`config.mk`:
```
export PLATFORM = sky130hd
export DESIGN_NAME = conv2d_line_scheduler_flat
export DESIGN_NICKNAME = d
export VERILOG_FILES = /design/src/rtl/conv2d_line_scheduler_if.sv /design/src/rtl/conv2d_line_scheduler.sv /design/src/flat_wrapper.sv
export SDC_FILE = /design/constraint.sdc
export NUM_CORES = 1
export LEC_CHECK = 0
export CORE_ASPECT_RATIO = 0.75
export CORE_MARGIN = 3
export CORE_UTILIZATION = 40
export CTS_CLUSTER_DIAMETER = 40
export DETAILED_ROUTE_END_ITERATION = 10
export DONT_BUFFER_PORTS = 1
export GPL_TIMING_DRIVEN = 0
export MAX_ROUTING_LAYER = met4
export RECOVER_POWER = 100
export SETUP_SLACK_MARGIN = 0.3
export SLEW_MARGIN = 20
export SYNTH_ARGS = -nofsm -noshare
export SYNTH_HDL_FRONTEND = slang
export SYNTH_SLANG_ARGS = --single-unit
```
`constraint.sdc`:
```
create_clock -name clk -period 4.4 [get_ports clk]
set_clock_uncertainty 0.05 [all_clocks]
set_input_delay 0.88 -clock clk [delete_from_list [all_inputs] [get_ports clk]]
set_output_delay 0.88 -clock clk [all_outputs]
set_load 0.01 [all_outputs]
```
`src/rtl/conv2d_line_scheduler_if.sv`:
```
// Bus bundle between the conv2d line scheduler and its environment.
// master: scheduler side. slave: fetch/engine/control side.
interface conv2d_line_scheduler_if #(
  parameter int unsigned REG_WIDTH = 32,
  parameter int unsigned CNT_WIDTH = 16
);

  logic                 i_start;
  logic                 i_abort;
  logic [CNT_WIDTH-1:0] i_conf_row_len;
  logic [CNT_WIDTH-1:0] i_conf_num_rows;
  logic                 o_weight_req;
  logic                 i_weight_val;
  logic                 o_data_req;
  logic                 i_data_val;
  logic                 i_buf_full;
  logic                 i_psum_val;
  logic                 o_engine_enb;
  logic                 o_busy;
  logic                 o_done;
  logic                 o_err;
  logic [CNT_WIDTH-1:0] o_row_cnt;
  logic [CNT_WIDTH-1:0] o_col_cnt;
  logic [REG_WIDTH-1:0] o_stall_cnt;

  modport master (
    input  i_start, i_abort, i_conf_row_len, i_conf_num_rows,
    input  i_weight_val, i_data_val, i_buf_full, i_psum_val,
    output o_weight_req, o_data_req, o_engine_enb, o_busy, o_done, o_err,
    output o_row_cnt, o_col_cnt, o_stall_cnt
  );

  modport slave (
    output i_start, i_abort, i_conf_row_len, i_conf_num_rows,
    output i_weight_val, i_data_val, i_buf_full, i_psum_val,
    input  o_weight_req, o_data_req, o_engine_enb, o_busy, o_done, o_err,
    input  o_row_cnt, o_col_cnt, o_stall_cnt
  );

endinterface

```
`src/rtl/conv2d_line_scheduler.sv`:
```
// Line scheduler for a 2D convolution engine: loads a kernel set, then
// streams activations line by line and waits for each line's psums.
// Optional stall counter enabled by macro CONV2D_SCHED_STALL_CNT_EN.
module conv2d_line_scheduler #(
  parameter int unsigned REG_WIDTH    = 32,
  parameter int unsigned WEIGHT_BEATS = 3,
  parameter int unsigned CNT_WIDTH    = 16
) (
  input logic                     clk,
  input logic                     rst,
  conv2d_line_scheduler_if.master bus
);

  localparam int unsigned WB_W = $clog2(WEIGHT_BEATS + 1);
  localparam logic [WB_W-1:0] WB_LAST = WB_W'(WEIGHT_BEATS - 1);

  typedef enum logic [2:0] {IDLE, LOAD_W, RUN, DRAIN, DONE} state_e;

  state_e               state_q, state_d;
  logic [CNT_WIDTH-1:0] row_len_q, row_len_d;
  logic [CNT_WIDTH-1:0] num_rows_q, num_rows_d;
  logic [CNT_WIDTH-1:0] col_q, col_d;
  logic [CNT_WIDTH-1:0] psum_q, psum_d;
  logic [CNT_WIDTH-1:0] row_q, row_d;
  logic [WB_W-1:0]      wcnt_q, wcnt_d;
  logic                 weight_req_q, weight_req_d;
  logic                 data_req_q, data_req_d;
  logic                 engine_enb_q, engine_enb_d;
  logic                 busy_q, busy_d;
  logic                 done_q, done_d;
  logic                 err_q, err_d;
  logic                 streaming_c;

`ifdef CONV2D_SCHED_STALL_CNT_EN
  logic [REG_WIDTH-1:0] stall_q, stall_d;
`endif

  // Next state, counter updates and next registered outputs.
  always_comb begin
    state_d     = state_q;
    row_len_d   = row_len_q;
    num_rows_d  = num_rows_q;
    col_d       = col_q;
    psum_d      = psum_q;
    row_d       = row_q;
    wcnt_d      = wcnt_q;
    err_d       = 1'b0;
    streaming_c = (state_q == RUN) || (state_q == DRAIN);
`ifdef CONV2D_SCHED_STALL_CNT_EN
    stall_d = stall_q;
    if ((state_q == RUN) && (bus.i_buf_full || (data_req_q && !bus.i_data_val)) &&
        (stall_q != {REG_WIDTH{1'b1}})) begin
      stall_d = stall_q + REG_WIDTH'(1);
    end
    if ((state_q == IDLE) && bus.i_start) begin
      stall_d = '0;
    end
`endif

    // Activation beats beyond the line length are flagged, not counted.
    if (streaming_c && bus.i_data_val) begin
      if (col_q < row_len_q) begin
        col_d = col_q + CNT_WIDTH'(1);
      end else begin
        err_d = 1'b1;
      end
    end

    // Psums only count while a line is in flight and never past row_len.
    if (bus.i_psum_val) begin
      if (streaming_c && (psum_q < row_len_q)) begin
        psum_d = psum_q + CNT_WIDTH'(1);
      end else if (state_q != DONE) begin
        err_d = 1'b1;
      end
    end

    case (state_q)
      IDLE: begin
        if (bus.i_start) begin
          if ((bus.i_conf_row_len != '0) && (bus.i_conf_num_rows != '0)) begin
            row_len_d  = bus.i_conf_row_len;
            num_rows_d = bus.i_conf_num_rows;
            col_d      = '0;
            psum_d     = '0;
            row_d      = '0;
            wcnt_d     = '0;
            state_d    = LOAD_W;
          end else begin
            err_d = 1'b1;
          end
        end
      end
      LOAD_W: begin
        if (bus.i_weight_val) begin
          wcnt_d = wcnt_q + WB_W'(1);
          if (wcnt_q == WB_LAST) begin
            state_d = RUN;
          end
        end
      end
      RUN: begin
        if (col_d == row_len_q) begin
          state_d = DRAIN;
        end
      end
      DRAIN: begin
        if (psum_q == row_len_q) begin
          col_d  = '0;
          psum_d = '0;
          if (row_q == (num_rows_q - CNT_WIDTH'(1))) begin
            state_d = DONE;
          end else begin
            row_d   = row_q + CNT_WIDTH'(1);
            state_d = RUN;
          end
        end
      end
      DONE: begin
        row_d   = '0;
        state_d = IDLE;
      end
      default: begin
        state_d = IDLE;
      end
    endcase

    // Abort overrides every transition above.
    if (bus.i_abort) begin
      state_d = IDLE;
      col_d   = '0;
      psum_d  = '0;
      row_d   = '0;
      wcnt_d  = '0;
      err_d   = 1'b0;
`ifdef CONV2D_SCHED_STALL_CNT_EN
      stall_d = '0;
`endif
    end

    weight_req_d = (state_d == LOAD_W);
    data_req_d   = (state_d == RUN) && !bus.i_buf_full && (col_d < row_len_q);
    engine_enb_d = (state_d == RUN);
    busy_d       = (state_d != IDLE);
    done_d       = (state_d == DONE);
  end

  // State, counters and registered outputs.
  always_ff @(posedge clk or posedge rst) begin
    if (rst) begin
      state_q      <= IDLE;
      row_len_q    <= '0;
      num_rows_q   <= '0;
      col_q        <= '0;
      psum_q       <= '0;
      row_q        <= '0;
      wcnt_q       <= '0;
      weight_req_q <= 1'b0;
      data_req_q   <= 1'b0;
      engine_enb_q <= 1'b0;
      busy_q       <= 1'b0;
      done_q       <= 1'b0;
      err_q        <= 1'b0;
    end else begin
      state_q      <= state_d;
      row_len_q    <= row_len_d;
      num_rows_q   <= num_rows_d;
      col_q        <= col_d;
      psum_q       <= psum_d;
      row_q        <= row_d;
      wcnt_q       <= wcnt_d;
      weight_req_q <= weight_req_d;
      data_req_q   <= data_req_d;
      engine_enb_q <= engine_enb_d;
      busy_q       <= busy_d;
      done_q       <= done_d;
      err_q        <= err_d;
    end
  end

`ifdef CONV2D_SCHED_STALL_CNT_EN
  // Saturating stall counter register.
  always_ff @(posedge clk or posedge rst) begin
    if (rst) begin
      stall_q <= '0;
    end else begin
      stall_q <= stall_d;
    end
  end

  assign bus.o_stall_cnt = stall_q;
`else
  assign bus.o_stall_cnt = REG_WIDTH'(0);
`endif

  assign bus.o_weight_req = weight_req_q;
  assign bus.o_data_req   = data_req_q;
  assign bus.o_engine_enb = engine_enb_q;
  assign bus.o_busy       = busy_q;
  assign bus.o_done       = done_q;
  assign bus.o_err        = err_q;
  assign bus.o_row_cnt    = row_q;
  assign bus.o_col_cnt    = col_q;

endmodule

```
`src/flat_wrapper.sv`:
```
// flat-port wrapper written by rule: the top's interface ports become plain ports
module conv2d_line_scheduler_flat 
#(
  parameter int unsigned REG_WIDTH    = 32,
  parameter int unsigned WEIGHT_BEATS = 3,
  parameter int unsigned CNT_WIDTH    = 16
)
  (clk, rst, bus_i_start, bus_i_abort, bus_i_conf_row_len, bus_i_conf_num_rows, bus_i_weight_val, bus_i_data_val, bus_i_buf_full, bus_i_psum_val, bus_o_weight_req, bus_o_data_req, bus_o_engine_enb, bus_o_busy, bus_o_done, bus_o_err, bus_o_row_cnt, bus_o_col_cnt, bus_o_stall_cnt);
  conv2d_line_scheduler_if #(.REG_WIDTH(REG_WIDTH), .CNT_WIDTH(CNT_WIDTH)) bus_i ();
  input logic clk;
  input logic rst;
  input wire logic [$bits(bus_i.i_start)-1:0] bus_i_start;
  input wire logic [$bits(bus_i.i_abort)-1:0] bus_i_abort;
  input wire logic [$bits(bus_i.i_conf_row_len)-1:0] bus_i_conf_row_len;
  input wire logic [$bits(bus_i.i_conf_num_rows)-1:0] bus_i_conf_num_rows;
  input wire logic [$bits(bus_i.i_weight_val)-1:0] bus_i_weight_val;
  input wire logic [$bits(bus_i.i_data_val)-1:0] bus_i_data_val;
  input wire logic [$bits(bus_i.i_buf_full)-1:0] bus_i_buf_full;
  input wire logic [$bits(bus_i.i_psum_val)-1:0] bus_i_psum_val;
  output wire logic [$bits(bus_i.o_weight_req)-1:0] bus_o_weight_req;
  output wire logic [$bits(bus_i.o_data_req)-1:0] bus_o_data_req;
  output wire logic [$bits(bus_i.o_engine_enb)-1:0] bus_o_engine_enb;
  output wire logic [$bits(bus_i.o_busy)-1:0] bus_o_busy;
  output wire logic [$bits(bus_i.o_done)-1:0] bus_o_done;
  output wire logic [$bits(bus_i.o_err)-1:0] bus_o_err;
  output wire logic [$bits(bus_i.o_row_cnt)-1:0] bus_o_row_cnt;
  output wire logic [$bits(bus_i.o_col_cnt)-1:0] bus_o_col_cnt;
  output wire logic [$bits(bus_i.o_stall_cnt)-1:0] bus_o_stall_cnt;
  assign bus_i.i_start = bus_i_start;
  assign bus_i.i_abort = bus_i_abort;
  assign bus_i.i_conf_row_len = bus_i_conf_row_len;
  assign bus_i.i_conf_num_rows = bus_i_conf_num_rows;
  assign bus_i.i_weight_val = bus_i_weight_val;
  assign bus_i.i_data_val = bus_i_data_val;
  assign bus_i.i_buf_full = bus_i_buf_full;
  assign bus_i.i_psum_val = bus_i_psum_val;
  assign bus_o_weight_req = bus_i.o_weight_req;
  assign bus_o_data_req = bus_i.o_data_req;
  assign bus_o_engine_enb = bus_i.o_engine_enb;
  assign bus_o_busy = bus_i.o_busy;
  assign bus_o_done = bus_i.o_done;
  assign bus_o_err = bus_i.o_err;
  assign bus_o_row_cnt = bus_i.o_row_cnt;
  assign bus_o_col_cnt = bus_i.o_col_cnt;
  assign bus_o_stall_cnt = bus_i.o_stall_cnt;
  conv2d_line_scheduler #(.REG_WIDTH(REG_WIDTH), .WEIGHT_BEATS(WEIGHT_BEATS), .CNT_WIDTH(CNT_WIDTH)) u_core (.clk(clk), .rst(rst), .bus(bus_i));
endmodule
```
# Word-level counts from Yosys, hierarchy flattened
# Cells that the tools add are included.
dict set report totals {
  ff_bits 91
  inputBits 40
  out_inout_bits 70
}
dict set report op_classes {
  n_eq_ne 17
  addsub 5
  muxes 43
  reduce_logical 16
  order_cmp 3
}
# op n
set op_table {}
lappend op_table {{16-bit two-way mux} 17}
lappend op_table {{16-bit case mux with 2 select lines} 2}
lappend op_table {{16-bit by 1-bit adder with 16-bit output, second input constant} 3}
lappend op_table {{16-bit equality test} 3}
lappend op_table {{16-bit < comparator} 3}
lappend op_table {{16-bit case mux with 3 select lines} 1}
lappend op_table {{16-bit nonzero test} 2}
lappend op_table {{3-bit two-way mux} 8}
lappend op_table {{16-bit by 1-bit subtractor with 16-bit output, second input constant} 1}
lappend op_table {{3-bit != test, second input constant} 5}
lappend op_table {{3-bit case mux with 4 select lines} 1}
lappend op_table {{3-bit by 2-bit equality test with 1-bit output, second input constant} 3}
lappend op_table {{1-bit two-way mux} 9}
lappend op_table {{2-bit two-way mux} 4}
lappend op_table {{3-bit by 1-bit equality test with 1-bit output, second input constant} 2}
lappend op_table {{3-bit equality test, second input constant} 2}
lappend op_table {{3-bit nonzero test} 2}
lappend op_table {{1-bit logical AND} 5}
lappend op_table {{5-bit AND reduction} 1}
lappend op_table {{2-bit case mux with 2 select lines} 1}
lappend op_table {{4-bit AND reduction} 1}
lappend op_table {{4-bit nonzero test} 1}
lappend op_table {{3-bit zero test} 1}
lappend op_table {{3-bit by 2-bit != test with 1-bit output, second input constant} 1}
lappend op_table {{5 further kinds} 5}

# Logic depth before layout (Yosys ltp)
# Gate-level depths: netlist (run 1).
dict set report depth {
  word_depth 11
  ltp_mapped 18
}

# Worst setup path before layout (run 1)
# OpenSTA, ideal clock, no wires.
dict set report synth_path {
  kind {flip-flop to flip-flop}
  from {reg u_core.col_q[7], in the netlist u_core.bus.o_col_cnt[7]}
  to {reg u_core.data_req_q, in the netlist u_core.bus.o_data_req}
  setup_time_ps 101
  stages_incl_launch_ff 16
  required_time_ps 4249
  slack_ps 684
  arrival_ps 3565
  n_path_buf 0
  synth_period_minus_slack_ps 3716
  cell_sequence {dfrtp_1 > ha_1 > a21oi_1 > o21ai_0 > a211o_1 > or4_1 > or3_1 > a21oi_1 > ha_1 > nand3_1 > nor2_1 > nand2_1 > a21oi_1 > a2111oi_0 > o21ai_0 > nor4_1}
}
dict set report synth_via {
  elab_cells_between_ends 17
  classes_between {1 x add/sub; 2 x order compare; 2 x eq/ne; 10 x mux; 2 x reduce/logical}
}
# item line
set synth_lines {}
lappend synth_lines {{start: declaration} conv2d_line_scheduler.sv:22} ;# logic [CNT_WIDTH-1:0] col_q, col_d;
lappend synth_lines {{start signal: assignment} conv2d_line_scheduler.sv:168} ;# col_q <= col_d;
lappend synth_lines {{16-bit by 1-bit adder with 16-bit output / 16-bit < comparator (equally long branches)} {conv2d_line_scheduler.sv:63, conv2d_line_scheduler.sv:62}}
lappend synth_lines {{16-bit two-way mux (*)} conv2d_line_scheduler.sv:62} ;# if (col_q < row_len_q) begin
lappend synth_lines {{16-bit two-way mux (*)} conv2d_line_scheduler.sv:61} ;# if (streaming_c && bus.i_data_val) begin
lappend synth_lines {{16-bit two-way mux} conv2d_line_scheduler.sv:81} ;# if ((bus.i_conf_row_len != '0) && (bus.i_conf_num_rows != '0)) begin
lappend synth_lines {{16-bit two-way mux} conv2d_line_scheduler.sv:80} ;# if (bus.i_start) begin
lappend synth_lines {{16-bit case mux with 2 select lines (*)} conv2d_line_scheduler.sv:78} ;# case (state_q)
lappend synth_lines {{16-bit two-way mux (*)} conv2d_line_scheduler.sv:129} ;# if (bus.i_abort) begin
lappend synth_lines {{named net u_core.col_d[15]} conv2d_line_scheduler.sv:22}
lappend synth_lines {{16-bit < comparator (*)} conv2d_line_scheduler.sv:142} ;# data_req_d = (state_d == RUN) && !bus.i_buf_full && (col_d < row_len_q);
lappend synth_lines {{1-bit logical AND (*)} conv2d_line_scheduler.sv:142}
lappend synth_lines {{named net u_core.data_req_d} conv2d_line_scheduler.sv:27} ;# logic data_req_q, data_req_d;
lappend synth_lines {{end signal: assignment} conv2d_line_scheduler.sv:173} ;# data_req_q <= data_req_d;
lappend synth_lines {{end: declaration} conv2d_line_scheduler.sv:27}
# Mark *: on every way through the listed nets, which the timed path passes. The rest lies on a longest branch.
# A chain may end at the register's enable or synchronous reset.

# Worst setup path after layout (run 1)
dict set report layout_path {
  from {reg u_core.row_len_q[13]}
  to {reg u_core.data_req_q, in the netlist u_core.bus.o_data_req}
}
dict set report layout_via {
  elab_cells_between_ends 18
  classes_between {2 x order compare; 3 x eq/ne; 11 x mux; 2 x reduce/logical}
}
# item line
set layout_lines {}
lappend layout_lines {{start: declaration} conv2d_line_scheduler.sv:20} ;# logic [CNT_WIDTH-1:0] row_len_q, row_len_d;
lappend layout_lines {{start signal: assignment} conv2d_line_scheduler.sv:166} ;# row_len_q <= row_len_d;
lappend layout_lines {{16-bit < comparator} conv2d_line_scheduler.sv:62}
lappend layout_lines {{16-bit two-way mux} conv2d_line_scheduler.sv:62}
lappend layout_lines {{16-bit two-way mux} conv2d_line_scheduler.sv:61}
lappend layout_lines {{16-bit two-way mux} conv2d_line_scheduler.sv:81}
lappend layout_lines {{16-bit two-way mux} conv2d_line_scheduler.sv:80}
lappend layout_lines {{16-bit case mux with 2 select lines (*)} conv2d_line_scheduler.sv:78}
lappend layout_lines {{16-bit two-way mux (*)} conv2d_line_scheduler.sv:129}
lappend layout_lines {{named net u_core.col_d[15]} conv2d_line_scheduler.sv:22}
lappend layout_lines {{16-bit < comparator (*)} conv2d_line_scheduler.sv:142}
lappend layout_lines {{1-bit logical AND (*)} conv2d_line_scheduler.sv:142}
lappend layout_lines {{named net u_core.data_req_d} conv2d_line_scheduler.sv:27}
# Marks and branches as above.

==> summary.txt, run 1 <==
initial antenna violation count: 0
Wirelength per Cell: 19.7 um
failing checks: max-capacitance violations, max-slew violations
crit path max fanout: 3
Initial Util: 0.416
Peak Freq: 0.237 GHz
outcome: finished with violations
Final Non-Filler Cells: 1015
clk root buf: clkbuf_16
leak pwr: 3.27 nW
sequential area share after synthesis: 0.334
DRC errors left: 0
gpl congestion: 0.965
Num CTS Buffers: 9
global-route wire length before repair: 31300 um
met3 usage: 0.0607
Clock Path Buffers: 2
overall routing resource usage: 0.223
Slew @ Worst Pin: 1630 ps
count of TritonRoute iterations in the first routing pass: 5
Max stage delay on crit path: 580 ps
vias per cell: 5.73
#FFs+latches synth: 91
Synth Area in XOR/XNOR: 0.0810
Routed WL: 20000 um
Synth Area per Inst: 9.10 um2
Util after Layout: 0.469
design area: 7680 um2
Startpoint Class: register
Max-cap violations: 1
Clock Sinks: 91
Final min period: 4220 ps
1st-iter DRT viols: 522
Via Count: 5816
area delta synth->final: 12.7%
GR Layer Usage met1: 0.367
clock latency on the worst-skew pair: 350 ps
Die H: 119 um
die area: 18600 um2
Power Density: 285 nW/um2
Tcrit/Tclk final: 0.960
mux cell area share after synthesis: 0.0654
# IOs: 110
H-tree levels: 3
asr flop ratio synth: 1.00
Buffers & Inverters on Critical Path: 1
Post-DP HPWL: 15700 um
largest net degree at the start of global routing: 66
met2 Use GR: 0.269
post-synthesis cell area: 6810 um2
Final Slew Violations: 66
clk slew on worst S/H paths: 70 ps
CP Class: reg2reg
vias in the first global route: 5243
ANT cells: 0
Synth Area in Compound Gates: 0.133
setup_tns: 0 ps
remaining antenna violation count: 0
post-placement cell count: 991
Slew HR: -0.0845
worst vdd ir: 0.153 mV
min-delay worst type: reg2reg
Synthesis Warnings: 0
PortBufs: 0
Post-Synth Simple-Gate Area: 0.220
grt ovf: 0
largest family of logic cells by synthesized area: simple AND/OR/NAND/NOR gates
unrepaired setup endpoints after global routing: yes
Core ar.: 16400 um2
Setup Viol. Count Final: 0
crit-path cells: inv_1 > ha_1 > nand4_1 > o21bai_2 > or2_4 > or4_4 > or3_1 > a21oi_2 > ha_1 > nand3_1 > nor2_1 > nand2_2 > a21oi_2 > a2111oi_0 > o21ai_1 > nor4_2
hold_buf cts: 0
synth unique cells: 64
Adder-Cell Fraction of Synth Area: 0.0937
layout cells sized above 1: 0.170
endpoints failing hold: 0
CP max-delay cell: or4_4
Crit path max-delay family: simple AND/OR/NAND/NOR gates
Synth Flop Type: dfrtp_1
row count: 40
Worst setup EP type: register
Post-synth EDFFs: 0
Mapped Cells: 749
crit path DAT: 4420 ps
DP Area: 7220 um2
CP Data Required Time: 4590 ps
die width: 157 um
CTS tree: yes
# nets final: 891
GRT busiest layer: met1
sequential cells by signal, indices dropped and copies added (netlist names), 2 cells and up:
signal,cells
u_core.num_rows_q,16
u_core.row_len_q,16
u_core.bus.o_col_cnt,16
u_core.psum_q,16
u_core.bus.o_row_cnt,16
u_core.state_q,3
u_core.wcnt_q,2
routing by layer:
| metal | vias up | share of wire |
|---|---|---|
| li1 | 2781 | - |
| met1 | 2775 | 0.52 |
| met2 | 248 | 0.37 |
| met3 | 12 | 0.11 |
| met4 | 0 | 0.0064 |
| met5 | - | 0 |
worst min-delay path, stage by stage, from the launching register on:
cell and delay [ps]:
dfrtp_1 350, nand2_1 50, o31ai_1 50
through the flow:
| step | hold slack (ps) | power [mW] | setup WS (ps) |
|---|---|---|---|
| 2_1_floorplan | 403 | 1.27 | 684 |
| 3_3_place_gp | 425 | 1.37 | -524 |
| 3_5_place_dp | 426 | 1.38 | -501 |
| 4_1_cts | 305 | 2.20 | 307 |
| 5_1_grt | 490 | 2.29 | 12.6 |
| 6_report | 436 | 2.19 | 176 |
kinds of logic after synthesis:
kind of cell	count (synthesis)
muxes	40
and+or+nand+nor	275
other	1
DFF	91
adders and majority gates	51
buffers and inverters	96
AOI/OAI and AO/OA	132
xor gates and xnor gates	63
power by group:
part           internal (mW)  switching (mW)
Clock                  0.442           0.352
Combinational          0.187           0.253
Sequential             0.886          0.0675
layout make-up:
| type | instances | area [um2] |
|---|---|---|
| Tap cell | 210 | 263 |
| Inverter | 34 | 129 |
| Timing Repair Buffer | 9 | 65.1 |
| Fill cell | 1611 | 8690 |
| Multi-Input combinational cell | 593 | 4280 |
| Clock buffer | 10 | 229 |
| Sequential cell | 91 | 2280 |
| Clock inverter | 6 | 65.1 |
| Buffer | 62 | 364 |
cells in the mapped netlist, drive strengths merged, types with 4 or more instances:
library cell   n  area [um2]
mux2          36         405
nand2b        11        76.3
and2           6        37.5
inv           34         128
nor4b          4        35.0
clkbuf        26        97.6
or3            5        31.3
dfrtp         91        2280
and3          19         124
a21o           9        67.6
xnor2         48         420
nor2b          6        37.5
o21a           4        30.0
nor3b          4        30.0
nor4          26         190
ha            51         638
a31oi          8        50.1
nor2          65         244
nand2         37         139
nand3         22         110
o31ai          5        37.5
o2111ai        6        52.6
nor3          18        90.1
a21oi         35         175
buf           36         263
or4            9        71.3
a2111oi        4        35.0
a211oi         6        50.1
nand4         33         206
xor2          15         131
o21ai         22         110
mux2i          4        40.0
o211ai         8        60.1
a31o           4        35.0
timing repair:
| item | CTS | global route |
|---|---|---|
| resized for setup | 36 | 8 |
| setup endpoints to repair | 2 | 17 |
| buffers inserted | 8 | 0 |
| pin swaps | 9 | 0 |
final timing paths:
check / startpoint / endpoint / slack, ps / cells after the start
max in group asynchronous: rst / u_core.row_len_q[9] / 1500 / 2
min reg2reg: u_core.wcnt_q[1] / u_core.wcnt_q[1] / 440 / 2
max reg2reg: u_core.row_len_q[13] / u_core.bus.o_data_req / 180 / 16
min: u_core.wcnt_q[1] / u_core.wcnt_q[1] / 440 / 2
min in group asynchronous: rst / u_core.row_len_q[0] / 650 / 1
max: u_core.row_len_q[13] / u_core.bus.o_data_req / 180 / 16
cell usage in the layout (no fill, tap or decap), types with 9 or more instances in the layout:
cell / count
mux2_2: 36
clkbuf_1: 26
nor4_1: 18
ha_1: 51
nor3_1: 16
and3_1: 18
nand4_1: 33
dfrtp_1: 89
inv_1: 28
nand2_1: 36
conb_1: 32
clkbuf_16: 9
xor2_1: 15
nor2_1: 63
nand2b_1: 10
a21o_1: 9
a21oi_1: 33
o21ai_0: 18
xnor2_1: 48
buf_4: 40
nand3_1: 22
Power figures use the tool's default switching activity.
==> run 2, diff against run 1 <==
Settings changed: ABC_AREA set to 1, CTS_BUF_LIST set to sky130_fd_sc_hd__clkbuf_4 sky130_fd_sc_hd__clkbuf_8.
==> run 2 against run 1 <==
Effect of this change:
- the flow still finishes with violations (max-capacitance violations, max-slew violations)
- final cell count up 22%
- via count grew 10%
- register-to-register slack improved by 270 ps
- fmax up 6.9%
- synthesized cell count grew 31%
- clock power decreased by 20%
- non-clock buffer count shrank 16
- critical path depth rose by 4
- worst hold slack got worse by 63 ps
- setup slack improved by 270 ps
- critical path type unchanged
- critical endpoint unchanged
- largest power group unchanged
==> summary.txt, run 2 <==
# IOs: 110
Clock Path Buffers: 2
most frequent cell after synthesis: nand2_1
Power Density: 275 nW/um2
ANT cells: 0
clock latency on the worst-skew pair: 400 ps
global-route wire length before repair: 31300 um
Num CTS Buffers: 9
met2 Use GR: 0.279
Startpoint Class: register
top-area cell type share of the netlist area: 0.328
H-tree levels: 3
GRT busiest layer: met1
Die H: 120 um
# nets final: 1113
Final Slew Violations: 76
Max stage delay on crit path: 540 ps
Synth Flop Type: dfrtp_1
leak pwr: 3.68 nW
min-delay worst type: in2async
endpoints failing hold: 0
Worst setup EP type: register
die width: 158 um
die area: 19000 um2
Synth Area per Inst: 7.10 um2
synth top area cells: dfrtp_1 (33%), nand2_1 (14%), ha_1 (9.2%)
grt ovf: 0
Slew @ Worst Pin: 1920 ps
Final min period: 3950 ps
critical path depth: 20
Setup WS post-layout: 450 ps
crit path DAT: 4220 ps
Post-synth EDFFs: 0
asr flop ratio synth: 1.00
clk root buf: clkbuf_8
layout cells sized above 1: 0.0769
highest-count cells in the layout ignoring fill and taps: nand2_1 (264), inv_1 (102), dfrtp_1 (91)
Clock Sinks: 91
hold_buf cts: 0
Resized Gates After CTS: 0
final-layout fill cell count: 1750
Final Power: 2.06 mW
Routed WL: 20000 um
largest net degree at the start of global routing: 76
Synthesis Warnings: 0
unrepaired setup endpoints after global routing: no
outcome: finished with violations
DRC errors left: 0
Setup Viol. Count Final: 0
setup repair bufs after CTS: 0
sequential area share after synthesis: 0.328
CP Data Required Time: 4670 ps
Wirelength per Cell: 16.1 um
Mapped Cells: 979
Tcrit/Tclk final: 0.898
design area: 7510 um2
Worst Setup Slack post-DPL: 88.6 ps
Initial Util: 0.411
reg2reg path depth: 20
Buffers & Inverters on Critical Path: 5
worst vdd ir: 0.110 mV
Max-cap violations: 1
overall routing resource usage: 0.219
Peak Freq: 0.253 GHz
DP Area: 7370 um2
initial antenna violation count: 0
met3 usage: 0.0605
crit path max fanout: 10
CP max-delay cell: clkbuf_1
CTS tree: yes
final hold slack: 373 ps
Core ar.: 16900 um2
#FFs+latches synth: 91
CP Class: reg2reg
Via Count: 6422
count of TritonRoute iterations in the first routing pass: 5
synth cell count leaders: nand2_1 (262), inv_1 (102), dfrtp_1 (91)
Util after Layout: 0.444
crit-path cells: inv_1 > ha_1 > nand2_1 > inv_1 > nand3_1 > nor2_1 > nand3_1 > nand3_1 > nand4_2 > inv_1 > clkbuf_1 > nor2_1 > ha_1 > nand2_1 > inv_1 > o21ai_0 > nand3_1 > nor2_1 > nand2_1 > nor2_1
row count: 41
area delta synth->final: 8.03%
post-synthesis cell area: 6950 um2
most common cell after layout, fill and taps aside: nand2_1
GR Layer Usage met1: 0.331
failing checks: max-capacitance violations, max-slew violations
PortBufs: 0
remaining antenna violation count: 0
vias in the first global route: 5702
synth unique cells: 42
vias per cell: 5.17
Crit path max-delay family: simple AND/OR/NAND/NOR gates
area leader, netlist: dfrtp_1
Slew HR: -0.281
1st-iter DRT viols: 652
Post-DP HPWL: 15700 um
gpl congestion: 0.940
clk slew on worst S/H paths: 110 ps
run 2: cell count changes after synthesis, moves of 36 or more:
cell / change
xnor2_1: -39
nand3_1: +60
mux2_2: -36
nand2_1: +225
inv_1: +68
run 2: metrics by stage:
| step | cells | TNS, ps |
|---|---|---|
| after global placement | 1225 | -2990 |
| after CTS | 1242 | 0 |
| after detailed placement | 1226 | 0 |
| final | 1242 | 0 |
| after floorplan | 1010 | 0 |
| after global routing | 1242 | 0 |
run 2: worst paths after layout:
| check | startpoint | end | slack [ps] |
|---|---|---|---|
| setup / recovery | u_core.row_len_q[11] | u_core.bus.o_data_req | 450 |
| hold / removal | rst | u_core.num_rows_q[2] | 370 |
| setup reg to reg | u_core.row_len_q[11] | u_core.bus.o_data_req | 450 |
| hold reg to reg | u_core.wcnt_q[1] | u_core.wcnt_q[1] | 470 |
| max in group asynchronous | rst | u_core.bus.o_col_cnt[8] | 1650 |
| min in group clk | u_core.wcnt_q[1] | u_core.wcnt_q[1] | 470 |
run 2: logic make-up (layout without fill, tap and decap cells):
family                   count (synthesis)  after routing  share of synthesized area
AO/OA/AOI/OAI                          117            117                     0.0914
XOR/XNOR                                40             40                     0.0504
adder cells (fa/ha/maj)                 51             51                     0.0918
buffers and inverters                  164            181                      0.110
flip-flops                              91             91                      0.328
other                                    1             32                   0.000539
AND/OR/NAND/NOR                        515            515                      0.328
run 2: area by class of cell:
cell class	instances	area (um2)	share of cell area
Multi-Input combinational cell	755	4010	0.533
Sequential cell	91	2280	0.303
Inverter	110	414	0.0551
Buffer	54	333	0.0443
Tap cell	215	269	0.0358
Clock buffer	9	124	0.0165
Clock inverter	7	81.3	0.0108
Timing Repair Buffer	1	5.00	0.000666
run 2: report_power, final:
| group | internal (mW) | total (mW) | switching, mW |
|---|---|---|---|
| sequential | 0.888 | 0.940 | 0.0521 |
| clock | 0.274 | 0.633 | 0.359 |
| combinational | 0.164 | 0.490 | 0.326 |
| total | 1.33 | 2.06 | 0.737 |
run 2: metal layers:
layer | up-vias | share of wire
met4 | 0 | 0.023
met3 | 32 | 0.087
met5 | - | 0
li1 | 3239 | -
met1 | 2931 | 0.50
met2 | 220 | 0.39
==> run 3, diff against run 2 <==
Settings changed: CTS_BUF_LIST sky130_fd_sc_hd__clkbuf_4 sky130_fd_sc_hd__clkbuf_8 to not set.
==> run 3 against run 2 <==
Effect of this change:
- the flow still finishes with violations (max-capacitance violations, max-slew violations)
- global-route usage fell by 0.20 points
- sequential share of layout area is 0.40 points lower
- first-iteration DRC count fell by 5.4%
- die area did not move
- design area rose by 1.3%
- final cell count unchanged
- via count down 0.17%
- register-to-register slack barely moved
- routed wire length down 0.30%
- sequential power hardly changed
- critical path depth stayed put
- critical endpoint unchanged
- largest cell class unchanged
==> summary.txt, run 3 (same netlist as run 2, synthesis figures left out) <==
outcome: finished with violations
failing checks: max-capacitance violations, max-slew violations
min-delay worst type: in2async
CP max-delay cell: clkbuf_1
Num CTS Buffers: 9
Clock Sinks: 91
most common cell after layout, fill and taps aside: nand2_1
count of TritonRoute iterations in the first routing pass: 5
Startpoint Class: register
row count: 41
remaining antenna violation count: 0
Clock Path Buffers: 2
R2R Path Start: u_core.row_len_q[11]
# IOs: 110
die area: 19000 um2
clock power share: 0.366
Power Density: 296 nW/um2
die width: 158 um
clk root buf: clkbuf_16
CP Data Required Time: 4630 ps
reg-to-reg endpoint: u_core.bus.o_data_req
worst vdd ir: 0.153 mV
Util after Layout: 0.450
Via Count: 6411
setup repair bufs after CTS: 0
Worst setup EP type: register
leak pwr: 3.73 nW
PortBufs: 0
endpoints failing hold: 0
Post-DP HPWL: 15700 um
CP Class: reg2reg
largest net degree at the start of global routing: 76
clock latency on the worst-skew pair: 360 ps
Slew HR: -0.269
Max-cap violations: 1
Initial Util: 0.411
Final Non-Filler Cells: 1242
proportion of total power due to net switching: 0.333
Final min period: 3960 ps
unrepaired setup endpoints after global routing: no
DRC errors left: 0
Setup Viol. Count Final: 0
Seq pwr share: 0.417
Final Power: 2.26 mW
Routed WL: 19900 um
Tcrit/Tclk final: 0.899
crit path DAT: 4190 ps
Max stage delay on crit path: 560 ps
NetSw: 751 uW
grt ovf: 0
clk slew on worst S/H paths: 70 ps
Core ar.: 16900 um2
Slew @ Worst Pin: 1900 ps
crit path max fanout: 10
vias per cell: 5.16
initial antenna violation count: 0
Pint: 1.51 mW
H-tree levels: 3
Final Slew Violations: 76
1st-iter DRT viols: 617
Peak Freq: 0.253 GHz
vias in the first global route: 5646
Die H: 120 um
Wirelength per Cell: 16.0 um
crit path to: u_core.bus.o_data_req
reg2reg path depth: 20
# nets final: 1113
Reg2Reg Setup Slack: 440 ps
highest-count cells in the layout ignoring fill and taps: nand2_1 (264), inv_1 (102), dfrtp_1 (91)
gpl congestion: 0.940
CTS tree: yes
global-route wire length before repair: 31200 um
post-placement cell count: 1226
area delta synth->final: 9.49%
crit-path cells: inv_1 > ha_1 > nand2_1 > inv_1 > nand3_1 > nor2_1 > nand3_1 > nand3_1 > nand4_2 > inv_1 > clkbuf_1 > nor2_1 > ha_1 > nand2_1 > inv_1 > o21ai_0 > nand3_1 > nor2_1 > nand2_1 > nor2_1
ANT cells: 0
beginning of the critical path: u_core.row_len_q[11]
overall routing resource usage: 0.217
Logic pwr share: 0.217
layout cells sized above 1: 0.0769
-- run 3: changes by cell type in the layout (fill, tap and decap cells not counted) --
cell	previous run	this run
clkbuf_8	9	0
clkbuf_16	0	9
-- run 3: per-layer routing --
metal,vias to the layer above,share of wire,track usage,wire length [um]
li1,3250,-,-,-
met1,2924,0.50,0.331,9970
met2,214,0.40,0.283,7990
met3,23,0.081,0.0558,1610
met4,0,0.017,0.0521,333
met5,-,0,-,0
-- run 3: how the worst min path moves through the flow --
stage | end | cells past startpoint
after floorplan | u_core.wcnt_q[1] | 2
after global placement | u_core.wcnt_q[1] | 2
after detailed placement | u_core.wcnt_q[1] | 2
after CTS | u_core.num_rows_q[2] | 1
after global routing | u_core.num_rows_q[3] | 1
final | u_core.num_rows_q[2] | 1
-- run 3: layout make-up --
cell class,instances,area (um2)
fillers,1734,9320
multi-input cells,755,4010
flip-flops and latches,91,2280
inverters,110,414
plain buffers,54,333
well taps,215,269
clock buffers,9,225
clock inverters,7,81.3
repair buffers,1,5.00
-- run 3: stage by stage --
stage          setup WS [ps]  hold slack [ps]  TNS, ps  instance area, um2
3_5_place_dp            88.6              441        0                7370
5_1_grt                  183              470        0                7610
4_1_cts                  353              237        0                7680
6_report                 442              429        0                7610
3_3_place_gp           -43.4              420    -2990                7340
2_1_floorplan           1110              400        0                7070
-- run 3: repair_timing --
action	4_1_cts	5_1_grt
setup endpoints to repair	0	1
gates resized for setup	0	4
hold buffers	0	0
-- run 3: power groups by stage --
stage / logic, mW / registers [mW] / clock network (mW)
finish: 0.490 / 0.941 / 0.826
global route: 0.562 / 0.948 / 0.879
CTS: 0.497 / 0.940 / 0.851
detailed placement: 0.494 / 0.957 / 0
global placement: 0.486 / 0.956 / 0
floorplan: 0.377 / 0.939 / 0
-- run 3: worst max-delay path, delay by kind of cell (launching register included) --
| family | cells | cell delay (ps) |
|---|---|---|
| AOI/OAI and AO/OA | 1 | 130 |
| adders and majority gates | 2 | 690 |
| buffers and inverters | 5 | 1130 |
| DFF | 1 | 380 |
| and+or+nand+nor | 12 | 1500 |
